File: config.mk
export PLATFORM = sky130hd
export DESIGN_NAME = mac_dot_sequencer
export DESIGN_NICKNAME = d
export VERILOG_FILES = /design/src/rtl/mac_pkg.sv /design/src/rtl/mac_datapath.sv /design/src/rtl/mac_dot_sequencer.sv
export SDC_FILE = /design/constraint.sdc
export NUM_CORES = 1
export LEC_CHECK = 0
export ABC_AREA = 1
export CAP_MARGIN = 20
export CORE_UTILIZATION = 45
export DETAILED_ROUTE_END_ITERATION = 16
export PLACE_DENSITY_LB_ADDON = 0.3
export SETUP_SLACK_MARGIN = 0.2
export SYNTH_ARGS = -nofsm -noshare
export SYNTH_HDL_FRONTEND = slang
export SYNTH_SLANG_ARGS = --single-unit
File: constraint.sdc
create_clock -name clk -period 6.28 [get_ports clk]
set_input_delay 1.256 -clock clk [delete_from_list [all_inputs] [get_ports clk]]
set_output_delay 1.256 -clock clk [all_outputs]
set_load 0.005 [all_outputs]
File: src/rtl/mac_pkg.sv
// Shared types and default sizes for the signed MAC dot-product sequencer.
package mac_pkg;

    typedef enum logic [1:0] {
        ACCUM  = 2'd0,
        DRAIN  = 2'd1,
        OUTPUT = 2'd2
    } mac_state_e;

    localparam int MAC_WIDTH     = 10;
    localparam int MAC_ACC_WIDTH = 20;
    localparam int MAC_VEC_LEN   = 3;

endpackage

File: src/rtl/mac_datapath.sv
// Two-stage signed MAC: stage 1 registers the operand pair, stage 2 adds the
// sign-extended full-width product into a wrapping accumulator and tracks a
// per-vector sticky signed-overflow flag.
module mac_datapath
    import mac_pkg::*;
#(
    parameter int WIDTH     = MAC_WIDTH,
    parameter int ACC_WIDTH = MAC_ACC_WIDTH
) (
    input  logic                        clk,
    input  logic                        reset,
    input  logic                        load_i,   // capture a pair this cycle
    input  logic                        clear_i,  // zero accumulator and flag
    input  logic                        drop_i,   // discard in-flight product
    input  logic signed [WIDTH-1:0]     a_i,
    input  logic signed [WIDTH-1:0]     b_i,
    output logic signed [ACC_WIDTH-1:0] acc_o,
    output logic                        ovf_o
);

    localparam int PW = 2 * WIDTH;

    logic signed [WIDTH-1:0]     a_q, b_q;
    logic                        p_vld_q;
    logic signed [ACC_WIDTH-1:0] acc_q;
    logic                        ovf_q;

    logic signed [PW-1:0]        a_ext, b_ext, prod;
    logic signed [ACC_WIDTH-1:0] prod_ext, sum_d;
    logic                        ovf_now;

    // Full-precision product, sign-extended sum and signed-overflow detect.
    always_comb begin
        a_ext    = PW'(a_q);
        b_ext    = PW'(b_q);
        prod     = a_ext * b_ext;
        prod_ext = ACC_WIDTH'(prod);
        sum_d    = acc_q + prod_ext;
        ovf_now  = (acc_q[ACC_WIDTH-1] == prod_ext[ACC_WIDTH-1]) &&
                   (sum_d[ACC_WIDTH-1] != acc_q[ACC_WIDTH-1]);
    end

    // Stage 1: operand capture; the valid bit lives exactly one cycle per pair.
    always_ff @(posedge clk or posedge reset) begin
        if (reset) begin
            a_q     <= '0;
            b_q     <= '0;
            p_vld_q <= 1'b0;
        end else if (drop_i) begin
            p_vld_q <= 1'b0;
        end else if (load_i) begin
            a_q     <= a_i;
            b_q     <= b_i;
            p_vld_q <= 1'b1;
        end else begin
            p_vld_q <= 1'b0;
        end
    end

    // Stage 2: accumulate; a clear wins over any product still in flight.
    always_ff @(posedge clk or posedge reset) begin
        if (reset) begin
            acc_q <= '0;
            ovf_q <= 1'b0;
        end else if (clear_i) begin
            acc_q <= '0;
            ovf_q <= 1'b0;
        end else if (p_vld_q) begin
            acc_q <= sum_d;
            ovf_q <= ovf_q | ovf_now;
        end
    end

    assign acc_o = acc_q;
    assign ovf_o = ovf_q;

endmodule

File: src/rtl/mac_dot_sequencer.sv
// Dot-product sequencer: counts VEC_LEN accepted operand pairs, lets the last
// product settle in the accumulator, then holds the result on a valid/ready
// port until the consumer takes it.
module mac_dot_sequencer
    import mac_pkg::*;
#(
    parameter int WIDTH     = MAC_WIDTH,
    parameter int ACC_WIDTH = MAC_ACC_WIDTH,
    parameter int VEC_LEN   = MAC_VEC_LEN,
    parameter int CNT_WIDTH = $clog2(VEC_LEN + 1)
) (
    input  logic                        clk,
    input  logic                        reset,
    input  logic signed [WIDTH-1:0]     in_a,
    input  logic signed [WIDTH-1:0]     in_b,
    input  logic                        in_valid,
    output logic                        in_ready,
    input  logic                        abort,
    output logic signed [ACC_WIDTH-1:0] out_f,
    output logic                        out_ovf,
    output logic                        out_valid,
    input  logic                        out_ready,
    output logic                        busy
);

    localparam logic [CNT_WIDTH-1:0] LAST = CNT_WIDTH'(VEC_LEN - 1);

    mac_state_e                  state_q;
    logic [CNT_WIDTH-1:0]        cnt_q;
    logic                        out_valid_q;
    logic signed [ACC_WIDTH-1:0] out_f_q;
    logic                        out_ovf_q;

    logic                        accept, hs, abort_eff;
    logic signed [ACC_WIDTH-1:0] acc;
    logic                        ovf;

    // Handshakes; abort is ignored once a result is waiting to be consumed.
    always_comb begin
        in_ready  = (state_q == ACCUM) && !abort;
        accept    = in_valid && in_ready;
        hs        = out_valid_q && out_ready;
        abort_eff = abort && (state_q != OUTPUT);
    end

    mac_datapath #(
        .WIDTH    (WIDTH),
        .ACC_WIDTH(ACC_WIDTH)
    ) u_dp (
        .clk    (clk),
        .reset  (reset),
        .load_i (accept),
        .clear_i(abort_eff || hs),
        .drop_i (abort_eff),
        .a_i    (in_a),
        .b_i    (in_b),
        .acc_o  (acc),
        .ovf_o  (ovf)
    );

    // Control FSM with element counter and registered result port. The first
    // OUTPUT cycle samples the settled accumulator into the output registers.
    always_ff @(posedge clk or posedge reset) begin
        if (reset) begin
            state_q     <= ACCUM;
            cnt_q       <= '0;
            out_valid_q <= 1'b0;
            out_f_q     <= '0;
            out_ovf_q   <= 1'b0;
        end else begin
            case (state_q)
                ACCUM: begin
                    if (abort) begin
                        cnt_q <= '0;
                    end else if (accept) begin
                        cnt_q <= cnt_q + CNT_WIDTH'(1);
                        if (cnt_q == LAST) state_q <= DRAIN;
                    end
                end
                DRAIN: begin
                    if (abort) begin
                        cnt_q   <= '0;
                        state_q <= ACCUM;
                    end else begin
                        state_q <= OUTPUT;
                    end
                end
                OUTPUT: begin
                    if (!out_valid_q) begin
                        out_valid_q <= 1'b1;
                        out_f_q     <= acc;
                        out_ovf_q   <= ovf;
                    end else if (out_ready) begin
                        out_valid_q <= 1'b0;
                        cnt_q       <= '0;
                        state_q     <= ACCUM;
                    end
                end
                default: begin
                    cnt_q       <= '0;
                    out_valid_q <= 1'b0;
                    state_q     <= ACCUM;
                end
            endcase
        end
    end

    assign out_valid = out_valid_q;
    assign out_f     = out_f_q;
    assign out_ovf   = out_ovf_q;
    assign busy      = (state_q != ACCUM) || (cnt_q != '0);

endmodule

### After elaboration in Yosys (flattened, before gate mapping)

Cells that the tools add are included.

* add/sub/neg operators: 2
* $mul: 1
* div/mod/pow operators: 0
* order comparisons: 0
* equal/unequal tests: 13
* shift operators: 0
* mux-type cells: 20
* bitwise operators: 3
* reduce and logical (&&, ||, !) cells: 17

Operators with widths (count)
* $mux 20: 2
* $add 20x20->20: 1
* $mul 10x10->20: 1
* $mux 2: 9
* $ne 2x2->1 const B: 6
* $pmux 2 s3: 2
* $mux 1: 6
* $reduce_bool 2->1: 3
* $logic_and 1x1->1: 5
* $reduce_and 5->1: 1
* $eq 2x2->1 const B: 2
* $reduce_and 2->1: 2
* $reduce_and 4->1: 1
* $ne 3x3->1 const B: 1
* $add 2x1->2 const B: 1
* $eq 2x1->1 const B: 1
* $logic_not 2->1: 1
* $logic_or 1x1->1: 2
* $ne 2x1->1 const B: 1
* $not 1->1: 2
* $pmux 1 s2: 1
* $reduce_or 2->1: 1
* $eq 1x1->1: 1
* $logic_not 1->1: 1
* 2 further kinds: 2

* flip-flop bits (word level): 68
* bits in latches: 0
* bits in writable memories: 0
* ROM bits: 0
* bits of input ports: 25
* memories kept: 0

### Longest topological paths before layout

Gate-level depths: netlist of the first run.

* depth in word-level cells: 7
* depth in mapped cells: 30
* depth with buffers taken out: 29

### Cells and area by module

Synthesis of the first run repeated with hierarchy kept, for this count alone.

* cell total of the unflattened synthesis: 1078
* area total of the unflattened synthesis: 8069.0 µm²

Modules (own cells, without submodules)
* mac_datapath: instances 1, cells an instance 943, area an instance 6926.6 µm², sequential area each 1051.0 µm²
* mac_dot_sequencer: instances 1, cells an instance 135, area an instance 1142.3 µm², sequential area each 650.6 µm²

### Least setup slack after synthesis of the first run

OpenSTA, ideal clock, no wires.

* path type: reg-to-reg
* start: reg u_dp.a_q[9]
* end: reg u_dp.acc_q[19], in the netlist u_dp.acc_o[19]
* library setup time: 0.117 ns
* arrival: 5.605 ns
* required time: 6.163 ns
* setup slack: 0.557 ns
* stages on the path, launching flop included: 28
* cell sequence: dfrtp_1 -> clkbuf_1 -> nand2_1 -> fa_1 -> inv_1 -> fa_1 -> fa_1 -> fa_1 -> inv_1 -> fa_1 -> inv_1 -> ha_1 -> nand2_1 -> nor2_1 -> nand3_1 -> nand4_1 -> nand3_1 -> o21ai_1 -> xnor2_1 -> inv_1 -> ha_1 -> nand2_1 -> nor4_2 -> nand3_1 -> nand3_2 -> nand3_1 -> nand3_1 -> nand2_1

* longest elaborated chain between the ends: 4

RTL lines
* start, declared: RTL line mac_datapath.sv:23 `logic signed [WIDTH-1:0] a_q, b_q;`
* start signal, assigned: RTL line mac_datapath.sv:52 `a_q <= a_i;`
* $mul 10x10->20: RTL line mac_datapath.sv:36 `prod = a_ext * b_ext;`
* $add 20x20->20: RTL line mac_datapath.sv:38 `sum_d = acc_q + prod_ext;`
* $mux 20: RTL line mac_datapath.sv:68 `end else if (p_vld_q) begin`
* $mux 20: RTL line mac_datapath.sv:65 `end else if (clear_i) begin`
* end signal, assigned: RTL line mac_datapath.sv:69 `acc_q <= sum_d;`
* end, declared: RTL line mac_datapath.sv:25 `logic signed [ACC_WIDTH-1:0] acc_q;`

No other way between the ends. The select of a mux whose other input is x is not followed.
A chain may end at the register's enable or synchronous reset.

### Final worst setup path of the first run

* start: reg u_dp.a_q[7]
* end: reg u_dp.acc_q[19], in the netlist u_dp.acc_o[19]

Same word-level chain as after synthesis.

==> impl_metrics.tcl, run 1 <==
set metrics [dict create \
    synthTopCellsByArea "fa_1, dfrtp_1, nand2_1" \
    grt_pass1_wl_mm 29.56 \
    post-route-min-period_ps 5902 \
    vias_per_cell 4.958 \
    ys_types 39 \
    synthesis.area_sq_mm 0.007921 \
    clkLatencyLatePin_ps 360 \
    dr.first_iter.drc_count 387 \
    whs_ps 479.8 \
    yosysSeqAreaShare_pct 21.48 \
    grt_pass1_vias 6316 \
    yosys_register_bits 68 \
    r2r-end "u_dp.acc_o[19]" \
    cp_max_fo 6 \
    routabilityCongestion 0.8727 \
    finalClockSkew_ps 10.65 \
    start_kind "flip-flop" \
    antenna_left 0 \
    n_fill_cell 1584 \
    fmax_mhz 169.4 \
    crit_type "reg2reg" \
    critPathLaunch "u_dp.a_q[7]" \
    root_buffer "clkbuf_16" \
    routedWlPerCell_um 13.70 \
    tightest_slew_ps 848.4 \
    hold_class "reg2reg" \
    core.rowCount 48 \
    synth_flop_cell "dfrtp_1" \
    ys_warn_count 0 \
    synth_common_cells "nand2_1, inv_1, fa_1" \
    drive_above_1_share_pct 10.45 \
    cts_hold_buf 0 \
    syn2layout_area_growth_pct 16.93 \
    die_y_um 134.7 \
    antenna_found_initial 0 \
    grt_use_total_pct 20.75 \
    async_flop_share_pct 100.0 \
    cts-htree-levels 3 \
    grt.overflow.total 0 \
    avgSynthCellArea_sq_um 7.595 \
    antenna_cells 0 \
    dr.pass1.iters 5 \
    finalHoldViolations 0 \
    rsz0062_at_grt "yes" \
    cts_tree "yes" \
    stdcell_count 1325 \
    holdCritStartpoint "out_f[4]" \
    slew_violations 0 \
    yosysTopAreaCell "fa_1" \
    hold_depth 2 \
    routed_wl_mm 18.15 \
    timing.final.crit_share_pct 93.98 \
    fp.dieArea_sq_mm 0.01814 \
    synthCells 1043 \
    cts_buffers 9 \
    cp-end-kind "flip-flop" \
    setup-violations-final 0 \
    arrival_ps 6140 \
    fp.coreArea_sq_mm 0.01724 \
    clk_path_buf_depth 2 \
    status "completed" \
    finalSetupTns_ps 0 \
    cap_viol_max_count 0 \
    vias 6569 \
    clkTransAtPathRegs_ps 60 \
    nets 1283 \
    grt_max_degree 65 \
    dp_hpwl_mm 13.81 \
    r2r_start "u_dp.a_q[7]" \
    synth-edff-count 0 \
    io_buffer_count 48 \
    fp.dieW_um 134.7 \
    syn-num-nets 1230 \
    max_slew_margin_pct 43.44 \
    cts_num_sinks 68 \
    placed_cells 1292 \
    reg2regPathDepth 25 \
    min_to "out_f[4]" \
    drc 0 \
    synth_most_common_cell "nand2_1" \
    required_ps 6520 \
    synth_top_cell_area_share_pct 23.25 \
    ios 49 \
    start_util_pct 45.96 \
    r2r_slack_ps 380 \
]
[registers in the layout (all words and copies together), names as in the netlist]
| signal | cells |
|---|---|
| cnt_q | 2 |
| out_f | 20 |
| out_ovf | 1 |
| out_valid | 1 |
| state_q | 2 |
| u_dp.a_q | 10 |
| u_dp.acc_o | 20 |
| u_dp.b_q | 10 |
| u_dp.ovf_o | 1 |
| u_dp.p_vld_q | 1 |
[worst max path at each step]
stage          cells after the start             end
2_1_floorplan                     27  u_dp.acc_o[19]
3_3_place_gp                      27  u_dp.acc_o[17]
3_5_place_dp                      27  u_dp.acc_o[17]
4_1_cts                           28  u_dp.acc_o[19]
5_1_grt                           26  u_dp.acc_o[19]
6_report                          25  u_dp.acc_o[19]
[critical path, cell delays in order (launching register included)]
cell and delay, ps:
dfrtp_2 450, clkbuf_4 230, nand2_1 90, fa_1 510, inv_1 50, fa_1 570, fa_1 430, fa_1 490
inv_1 50, fa_1 470, inv_1 40, ha_1 340, nand2_1 110, nor2_2 40, nand3_1 70, nand4_1 170
a31oi_1 260, xnor2_1 140, ha_2 390, nand2_4 100, nor4_4 300, nand3_1 140, nand3_2 130, nand3_1 80
nand3_1 80, nand2_1 60
[kinds of logic after synthesis]
logic type / synth area share [%]
adders and majority gates: 34.31
DFF: 21.48
and+or+nand+nor: 19.93
xor gates and xnor gates: 1.548
AOI/OAI and AO/OA: 9.209
buffers and inverters: 13.52
[final cells by class]
type	instances	area (sq um)	area share, %
well taps	225	281.5	3.039
repair buffers	73	671.9	7.254
clock inverters	6	88.84	0.9591
clock buffers	9	225.2	2.431
multi-input cells	693	5328	57.52
flip-flops and latches	68	1722	18.59
inverters	251	945.9	10.21
[stage by stage]
stage / instance area (sq um) / setup WS [ps] / util, %
global route: 9263 / 134.7 / 53.74
floorplan: 7921 / 557.4 / -
global placement: 8607 / 58.49 / 49.93
finish: 9263 / 378.3 / 53.74
CTS: 8946 / 201.9 / 51.90
detailed placement: 8607 / 14.16 / 49.93
[cells in the final DEF (no fill, tap or decap), types with 9 or more instances in the layout]
cell type        count
nand2_2             11
dfrtp_1             52
nand2_1            286
ha_1                61
o21ai_0             49
nor2_1              40
nand3_1             29
o21ai_1             10
clkbuf_16            9
clkdlybuf4s50_1     48
buf_4               20
fa_1                91
a21oi_1             37
inv_1              243
dfrtp_2             16
[metal layers]
metal  track usage (%)  wire length [um]  up-vias
li1                  -                 -     3238
met1             27.76              8156     3169
met2             35.17              8978      140
met3             3.266               777       22
met4             5.119               240        0
met5                 0                 0        -
[repair_timing]
action | CTS | global route
pin swaps | 0 | 15
buffers inserted | 1 | 17
resized for setup | 8 | 50
endpoints found under the setup margin | 4 | 10
Power of run 1 is left out: the tool's default activity adds up to more than one toggle a clock period on the data nets, which glitch-free logic cannot reach.
==> inputs of run 2 (changes only) <==
==> constraint.sdc (replaced) <==
create_clock -name clk -period 7.1 [get_ports clk]
set_input_delay 1.42 -clock clk [delete_from_list [all_inputs] [get_ports clk]]
set_output_delay 1.42 -clock clk [all_outputs]
set_load 0.005 [all_outputs]
==> run 2 against run 1 <==
  * Register-to-register slack gained 440 ps
  * Die area unchanged
  * Via count is 2.4% lower
  * Setup slack better by 440 ps
  * Final area is 4.2% lower
  * Sequential share of layout area increased by 0.58 points
  * Non-clock buffer count fell by 22
  * First-iteration DRC count shrank 21%
  * Global-route usage fell by 0.066 points
  * Maximum frequency down 6.0%
  * Largest cell class unchanged
  * Highest routed layer unchanged
==> impl_metrics.tcl, run 2 (synthesis gave the netlist of run 1 again) <==
set metrics [dict create \
    r2r_start "u_dp.b_q[1]" \
    cts_hold_buf 0 \
    dp_hpwl_mm 13.89 \
    required_ps 7390 \
    antenna_found_initial 0 \
    setup-violations-final 0 \
    cts_setup_buffers 0 \
    cts_tree "yes" \
    status "completed" \
    io_buffer_count 48 \
    fp.coreArea_sq_mm 0.01724 \
    start_kind "flip-flop" \
    crit_type "reg2reg" \
    tightest_slew_ps 900.9 \
    r2r-end "u_dp.ovf_o" \
    cts_num_sinks 68 \
    grt_pass1_wl_mm 29.35 \
    finalSetupTns_ps 0 \
    cap_viol_max_count 0 \
    finalClockSkew_ps 6.131 \
    arrival_ps 6570 \
    slew_violations 0 \
    hold_class "reg2reg" \
    grt.overflow.total 0 \
    clk_path_buf_depth 2 \
    core.rowCount 48 \
    final_common_cell "nand2_1" \
    holdCritStartpoint "out_f[4]" \
    reg2regPathDepth 25 \
    cts_resized 0 \
    vias_per_cell 4.916 \
    cp_max_fo 11 \
    cts_buffers 9 \
    cts-htree-levels 3 \
    cpPeakStageDelay_ps 680 \
    min_to "out_f[4]" \
    routedWlPerCell_um 13.30 \
    fp.dieW_um 134.7 \
    antenna_left 0 \
    vias 6411 \
    fin_util_pct 51.50 \
    die_y_um 134.7 \
    clkLatencyLatePin_ps 360 \
    nets 1261 \
    syn2layout_area_growth_pct 12.05 \
    drive_above_1_share_pct 4.263 \
    layout_common_cells "nand2_1, inv_1, fa_1, ha_1, dfrtp_1" \
    dr.first_iter.drc_count 305 \
    routed_wl_mm 17.34 \
    critical_path.top_delay_family "adder cells" \
    ios 49 \
    clkTransAtPathRegs_ps 60 \
    max_slew_margin_pct 39.94 \
    grt_max_degree 69 \
    drc 0 \
    grt_use_total_pct 20.69 \
    cp_common_cell "inv_1" \
    antenna_cells 0 \
    start_util_pct 45.96 \
    rsz0062_at_grt "no" \
    fp.dieArea_sq_mm 0.01814 \
    routabilityCongestion 0.8743 \
    cp_slowest_cell "fa_1" \
    hold_depth 2 \
    dr.pass1.iters 4 \
    r2r_slack_ps 820 \
    fmax_mhz 159.2 \
    root_buffer "clkbuf_16" \
    critPathBufInv 6 \
    timing.final.crit_share_pct 88.44 \
    cp-end-kind "flip-flop" \
    post-route-min-period_ps 6280 \
    finalHoldViolations 0 \
    grt_pass1_vias 6289 \
]
-- run 2: final cells by class --
class | count | area (sq um)
clock inverters | 6 | 63.81
multi-input cells | 693 | 5155
flip-flops and latches | 68 | 1702
fillers | 1656 | 8361
well taps | 225 | 281.5
clock buffers | 10 | 229.0
inverters | 251 | 942.2
repair buffers | 51 | 503.0
-- run 2: per-layer routing --
layer / vias to the layer above / part of all wire (%) / GRT usage [%]
li1: 3198 / - / -
met1: 3082 / 45 / 26.84
met2: 118 / 50 / 35.88
met3: 13 / 3.8 / 3.153
met4: 0 / 1.0 / 5.556
met5: - / 0 / 0
-- run 2: worst min-delay path, delay by kind of cell, from the launching register on --
family           cells  cell delay (ps)
flip-flops           1              340
AO/OA/AOI/OAI        1               50
AND/OR/NAND/NOR      1               50
-- run 2: how the worst max path moves through the flow --
stage	start	to	depth (start not counted)	slack [ps]
floorplan	u_dp.a_q[9]	u_dp.acc_o[19]	27	1380
global placement	u_dp.a_q[7]	u_dp.acc_o[17]	27	820
detailed placement	u_dp.a_q[7]	u_dp.acc_o[17]	27	760
CTS	u_dp.a_q[7]	u_dp.acc_o[17]	27	740
global route	u_dp.b_q[1]	u_dp.ovf_o	25	330
finish	u_dp.b_q[1]	u_dp.ovf_o	25	820
-- run 2: per-stage QoR --
stage               setup slack [ps]  instances  area, sq um  hold slack (ps)
CTS                            737.5       1304         8870            487.0
global placement               818.9       1288         8577            468.6
finish                         820.4       1304         8876            477.7
global route                   331.1       1304         8876            508.0
detailed placement             759.5       1288         8577            472.9
floorplan                       1377       1043         7921            440.0
Power of run 2 is left out for the same reason.
